## config.mk

```make
export PLATFORM = sky130hd
export DESIGN_NAME = msu_ext_arbiter
export DESIGN_NICKNAME = d
export VERILOG_FILES = /design/src/rtl/msu_pkg.sv /design/src/rtl/msu_arb_pick.sv /design/src/rtl/msu_ext_arbiter.sv
export SDC_FILE = /design/constraint.sdc
export NUM_CORES = 1
export LEC_CHECK = 0
export ABC_AREA = 1
export BUFFER_PORTS_ARGS = -buffer_cell sky130_fd_sc_hd__buf_2
export CORE_MARGIN = 2
export CORE_UTILIZATION = 53
export DETAILED_ROUTE_END_ITERATION = 10
export GPL_ROUTABILITY_DRIVEN = 0
export PLACE_DENSITY = 0.76
export SYNTH_ARGS = -nofsm -noshare
export SYNTH_HDL_FRONTEND = slang
export SYNTH_SLANG_ARGS = --single-unit
```

## constraint.sdc

```tcl
create_clock -name clk -period 2.9 [get_ports clk]
set_clock_uncertainty 0.2 [all_clocks]
set_input_delay 0.29 -clock clk [delete_from_list [all_inputs] [get_ports clk]]
set_output_delay 0.29 -clock clk [all_outputs]
set_load 0.005 [all_outputs]
```

## src/rtl/msu_pkg.sv

```systemverilog
// Shared MSU1 definitions: sector width, file-select codes and the host
// arbiter state encoding.
package msu_pkg;

  localparam int SECTOR_W = 22;

  localparam logic FILE_AUDIO = 1'b0;
  localparam logic FILE_DATA  = 1'b1;

  typedef enum logic [2:0] {
    ST_IDLE     = 3'd0,
    ST_ISSUE    = 3'd1,
    ST_WAIT_ACK = 3'd2,
    ST_XFER     = 3'd3,
    ST_RELEASE  = 3'd4
  } arb_state_t;

  typedef struct packed {
    logic [SECTOR_W-1:0] sector;
    logic                file;
    logic                jump;
  } grant_t;

  // Ack/wr are routed to the winner from the first ack cycle to the end of the transfer.
  function automatic logic is_routing_state(arb_state_t s);
    return (s == ST_WAIT_ACK) || (s == ST_XFER);
  endfunction

endpackage

```

## src/rtl/msu_arb_pick.sv

```systemverilog
// Combinational winner selector: urgent audio first, then the sole requester,
// then round-robin against the last-served file.
module msu_arb_pick
  import msu_pkg::*;
(
  input  logic a_pend,
  input  logic d_pend,
  input  logic a_urgent,
  input  logic last_served,
  output logic grant_valid,
  output logic grant_file
);

  always_comb begin
    grant_valid = a_pend | d_pend;
    grant_file  = FILE_AUDIO;
    if (a_pend && a_urgent) begin
      grant_file = FILE_AUDIO;
    end else if (a_pend && !d_pend) begin
      grant_file = FILE_AUDIO;
    end else if (d_pend && !a_pend) begin
      grant_file = FILE_DATA;
    end else if (a_pend && d_pend) begin
      grant_file = (last_served == FILE_DATA) ? FILE_AUDIO : FILE_DATA;
    end
  end

endmodule

```

## src/rtl/msu_ext_arbiter.sv

```systemverilog
// Shares the single host sector interface between the MSU1 audio and data
// readers; ack/wr strobes are routed back to the current winner.
module msu_ext_arbiter
  import msu_pkg::*;
#(
  parameter int unsigned URGENT_LEVEL = 256,
  parameter logic [23:0] ACK_TIMEOUT  = 24'hFFFFFF
) (
  input  logic                clk,
  input  logic                reset,
  input  logic                a_req,
  input  logic                a_jump,
  input  logic [SECTOR_W-1:0] a_sector,
  input  logic [10:0]         a_fifo_usedw,
  input  logic                d_req,
  input  logic                d_jump,
  input  logic [SECTOR_W-1:0] d_sector,
  input  logic                ext_ack,
  input  logic                ext_wr,
  output logic                ext_req,
  output logic                ext_jump_sector,
  output logic [SECTOR_W-1:0] ext_sector,
  output logic                ext_file,
  output logic                a_ack,
  output logic                d_ack,
  output logic                a_wr,
  output logic                d_wr,
  output logic                timeout_err
);

  localparam logic [31:0] URGENT_W = 32'(URGENT_LEVEL);

  arb_state_t  state_q, state_d;
  grant_t      grant_q, grant_d;
  logic        ext_req_q, ext_req_d;
  logic        ext_jump_q, ext_jump_d;
  logic        timeout_q, timeout_d;
  logic        last_q, last_d;
  logic [23:0] cnt_q, cnt_d;

  logic a_pend, d_pend, a_urgent;
  logic pick_valid, pick_file;
  logic route_on;

  assign a_pend   = a_req | a_jump;
  assign d_pend   = d_req | d_jump;
  assign a_urgent = ({21'd0, a_fifo_usedw} < URGENT_W);

  msu_arb_pick u_pick (
    .a_pend      (a_pend),
    .d_pend      (d_pend),
    .a_urgent    (a_urgent),
    .last_served (last_q),
    .grant_valid (pick_valid),
    .grant_file  (pick_file)
  );

  always_comb begin
    state_d    = state_q;
    grant_d    = grant_q;
    ext_req_d  = ext_req_q;
    ext_jump_d = ext_jump_q;
    timeout_d  = 1'b0;
    last_d     = last_q;
    cnt_d      = cnt_q;

    case (state_q)
      ST_IDLE: begin
        // A still-high ext_ack means the host is finishing an old transfer.
        if (pick_valid && !ext_ack) begin
          grant_d.file   = pick_file;
          grant_d.sector = (pick_file == FILE_AUDIO) ? a_sector : d_sector;
          grant_d.jump   = (pick_file == FILE_AUDIO) ? a_jump : d_jump;
          state_d        = ST_ISSUE;
        end
      end

      ST_ISSUE: begin
        ext_req_d  = ~grant_q.jump;
        ext_jump_d = grant_q.jump;
        cnt_d      = 24'd0;
        state_d    = ST_WAIT_ACK;
      end

      ST_WAIT_ACK: begin
        if (ext_ack) begin
          ext_req_d  = 1'b0;
          ext_jump_d = 1'b0;
          state_d    = ST_XFER;
        end else begin
          cnt_d = (cnt_q == ACK_TIMEOUT) ? cnt_q : cnt_q + 24'd1;
          if (cnt_d == ACK_TIMEOUT) begin
            ext_req_d  = 1'b0;
            ext_jump_d = 1'b0;
            timeout_d  = 1'b1;
            state_d    = ST_IDLE;
          end
        end
      end

      ST_XFER: begin
        if (!ext_ack) begin
          last_d  = grant_q.file;
          state_d = ST_RELEASE;
        end
      end

      ST_RELEASE: begin
        state_d = ST_IDLE;
      end

      default: begin
        state_d = ST_IDLE;
      end
    endcase
  end

  always_ff @(posedge clk) begin
    if (reset) begin
      state_q    <= ST_IDLE;
      grant_q    <= '0;
      ext_req_q  <= 1'b0;
      ext_jump_q <= 1'b0;
      timeout_q  <= 1'b0;
      last_q     <= FILE_DATA;
      cnt_q      <= 24'd0;
    end else begin
      state_q    <= state_d;
      grant_q    <= grant_d;
      ext_req_q  <= ext_req_d;
      ext_jump_q <= ext_jump_d;
      timeout_q  <= timeout_d;
      last_q     <= last_d;
      cnt_q      <= cnt_d;
    end
  end

  // Strobe routing is purely combinational so host writes reach the FIFO with no added delay.
  assign route_on = ~reset & is_routing_state(state_q);

  assign a_ack = route_on & (grant_q.file == FILE_AUDIO) & ext_ack;
  assign d_ack = route_on & (grant_q.file == FILE_DATA)  & ext_ack;
  assign a_wr  = route_on & (grant_q.file == FILE_AUDIO) & ext_wr;
  assign d_wr  = route_on & (grant_q.file == FILE_DATA)  & ext_wr;

  assign ext_req         = ext_req_q;
  assign ext_jump_sector = ext_jump_q;
  assign ext_sector      = grant_q.sector;
  assign ext_file        = grant_q.file;
  assign timeout_err     = timeout_q;

endmodule

```

==> results.ini <==
[worst_setup_path]
critical-path-max-stage-delay_ns=0.41
endpoint_kind=flop
critPathCapture=state_q[0]
criticalPathCategory=flop to flop
timing.reg2reg.setup_slack_ns=0.30
path_buf_inv=0
rr_startpoint=cnt_q[1]
worst_path_required_ns=2.91
crit_path_slowest_cell=sky130_fd_sc_hd__dfxtp_1
crit_chain=ha_1, nand2_2, nor2_4, nand2_4, nor2_8, nand2_4, nand2_2, nand3_1, nor2_1, nand2_1, nor2_2, nand2_1, nand2_2, nand3_1, nand2_1, nor2_1
rr_worst_depth=16
crit_path_max_fanout=20
timing.critical_path.from_type=flop
crit_family=simple AND/OR/NAND/NOR gates
critical_path.reg2reg.endpoint=state_q[0]
critical_path_arrival_ns=2.61
timing.critical_path.depth=16
startpoint=cnt_q[1]

[clock_network]
worst_skew_pair.late_latency_ns=0.31
ctsHtreeMaxLevel=2
cts_buffer_depth=2
clock_tree_from_tritoncts=yes
cts.clk_slew.worst_paths_ns=0.11
cts_buffers=5
total_number_of_clock_tree_sinks=55
cts_repair_resize_count=0
cts_root_buffer=sky130_fd_sc_hd__clkbuf_8
post-cts-setup-buffers=0
holdBufCountCts=0

[routing]
route.final.wire_length_um=8080
drc_errors_left=0
dr.first_iter.drc_count=201
vias_per_cell=5.15
drt-wirelength-per-cell_um=12.0
route.antenna.remaining_nets=0
firstDrtPassIters=4
total_number_of_vias=3466

[grt]
first_global_vias=3236
pin_count_of_the_biggest_net_entering_global_routing=49
first_pass_grt_wire_length_um=14200
antenna_found_initial=0
grt_util_all_layers_pct=23.4
globalRouteOverflowTotal=0

[floorplanning]
ioPinCount=93
initial_core_util_pct=54.5
die_w_um=84.6
fp-row-count=29
standard_cell_core_area_mm2=0.00631
die_area_mm2=0.00715
chipHeight_um=84.6

[layout]
area_used_by_multi_input_combinational_logic_mm2=0.00186
final.fill_count=621
n_antenna_cell=0
total_number_of_nets_in_the_final_design=659
final_core_area_utilization_pct=60.8
post_route_cells_drive_above_1_share_pct=20.8
areaGrowthSynthToFinish_pct=11.6
layout.area.seq_mm2=0.00110

[timing]
hold_violations=0
fmaxAchievable_ghz=0.385
tightestPinTransition_ns=0.660
fin_crit_sh_pct=89.7
setup_viol_count_final=0
finalMaxSlewViolations=0
timing.final.crit_period_ns=2.60
maxSlewHeadroom_pct=56.0
fin_setup_tns_ns=0
rsz0062_at_grt=no

[placement]
place.port_buffers=84
detailed_place_hpwl_um=6170

[logic_synthesis]
synth_fp_nets=604
syn_area_per_cell_um2=6.37
post-synth-top-count-cell=sky130_fd_sc_hd__nand2_1
yosysTopAreaCellShare_pct=32.0
netlist-cell-type-count=34
synth.yosys.seq_area_share_pct=32.0
mappedNetlistArea_mm2=0.00344
synth_warnings=0
async_reset_ff_share_pct=0
ys_ff_latch=55
ys_top_cells_by_count=sky130_fd_sc_hd__nand2_1 (176), sky130_fd_sc_hd__dfxtp_1 (55), sky130_fd_sc_hd__inv_1 (55), sky130_fd_sc_hd__nand3_1 (55), sky130_fd_sc_hd__nor2_1 (45)
yosys_most_used_dff=sky130_fd_sc_hd__dfxtp_1
synthTopCellsByArea=sky130_fd_sc_hd__dfxtp_1 (32%), sky130_fd_sc_hd__nand2_1 (19%), sky130_fd_sc_hd__nand3_1 (8.0%)
synth.largest_area_cell=sky130_fd_sc_hd__dfxtp_1
synth_cells=540
synth_edf_count=0

[outcome]
status=finished, final reports clean

[run]
drv_cap=0

[hold_path]
hold_path_class=input port to flop
hold_depth=3

[power_and_ir_drop]
leakage_nw=1.81
fin_total_pwr_mw=2.06
worst_case_vdd_ir_drop_v=0.000294
pwr_dens_mw_per_mm2=537

==> how the worst min path moves through the flow <==
stage                            end  slack [ns]     from
after floorplan               last_q        0.25   last_q
after global placement        last_q        0.27   last_q
after detailed placement     ext_req        0.27  ext_req
after CTS                 grant_q[0]        0.08   d_jump
after global routing      grant_q[0]        0.08   d_jump
final                     grant_q[0]        0.08   d_jump
==> power breakdown <==
group	total, mW	switching, mW	internal, mW
logic	0.678	0.410	0.268
registers	0.950	0.0757	0.874
clock network	0.436	0.265	0.171
total	2.06	0.750	1.31
==> metrics by stage <==
stage / hold slack (ns) / instances / cell area (µm²) / worst slack [ns]
after floorplan: 0.246 / 540 / 3440 / 0.706
after global placement: 0.266 / 665 / 3750 / 0.385
after detailed placement: 0.273 / 665 / 3750 / 0.329
after CTS: 0.0751 / 673 / 3840 / 0.308
after global routing: 0.0772 / 673 / 3840 / 0.0624
final: 0.0783 / 673 / 3840 / 0.299
==> worst register-to-register path, stage by stage (launching register included) <==
cell and delay (ns):
sky130_fd_sc_hd__dfxtp_1 0.41, sky130_fd_sc_hd__ha_1 0.25, sky130_fd_sc_hd__nand2_2 0.10, sky130_fd_sc_hd__nor2_4 0.18
sky130_fd_sc_hd__nand2_4 0.11, sky130_fd_sc_hd__nor2_8 0.13, sky130_fd_sc_hd__nand2_4 0.17, sky130_fd_sc_hd__nand2_2 0.11
sky130_fd_sc_hd__nand3_1 0.08, sky130_fd_sc_hd__nor2_1 0.13, sky130_fd_sc_hd__nand2_1 0.08, sky130_fd_sc_hd__nor2_2 0.16
sky130_fd_sc_hd__nand2_1 0.11, sky130_fd_sc_hd__nand2_2 0.10, sky130_fd_sc_hd__nand3_1 0.08, sky130_fd_sc_hd__nand2_1 0.08
sky130_fd_sc_hd__nor2_1 0.05
==> state kept, by name (all words and copies together), names as in the netlist <==
name             cells
last_q               1
state_q              3
ext_sector          22
ext_jump_sector      1
timeout_err          1
cnt_q               24
ext_file             1
ext_req              1
grant_q              1
==> logic make-up (layout without fill, tap and decap cells) <==
family,Yosys count,in the layout,share of synthesized area [%]
DFF,55,55,32.0
adders and majority gates,1,1,0.364
buffers and inverters,101,157,13.9
AOI/OAI and AO/OA,62,62,11.2
and+or+nand+nor,314,314,40.7
xor gates and xnor gates,7,7,1.78
==> cell usage in the layout (no fill, tap or decap), drive strengths merged, types with 2 or more instances in the layout <==
cell type and n:
a21oi 31, a31oi 2, buf 92, clkbuf 5
clkinv 3, dfxtp 55, inv 57, nand2 184
nand3 58, nand3b 2, nand4 8, nor2 55
nor3 4, nor4 2, o211ai 23, o21ai 3
xnor2 2, xor2 5
==> area by class of cell <==
type / count / area share, %
tap: 77 / 2.51
inverter: 57 / 5.57
clock buffer: 5 / 1.79
sequential: 55 / 28.7
clock inverter: 3 / 0.489
multi-input combinational: 384 / 48.5
timing repair buffer: 92 / 12.5
==> routing by layer <==
layer  up-vias  share of wire, %  global-route usage, %
li1       1812                 -                      -
met4         0               1.3                   7.07
met2       109                48                   39.7
met3        12               6.9                   5.31
met1      1533                44                   29.6
met5         -                 0                      0
Note: power is estimated with default switching activity, not from simulation.
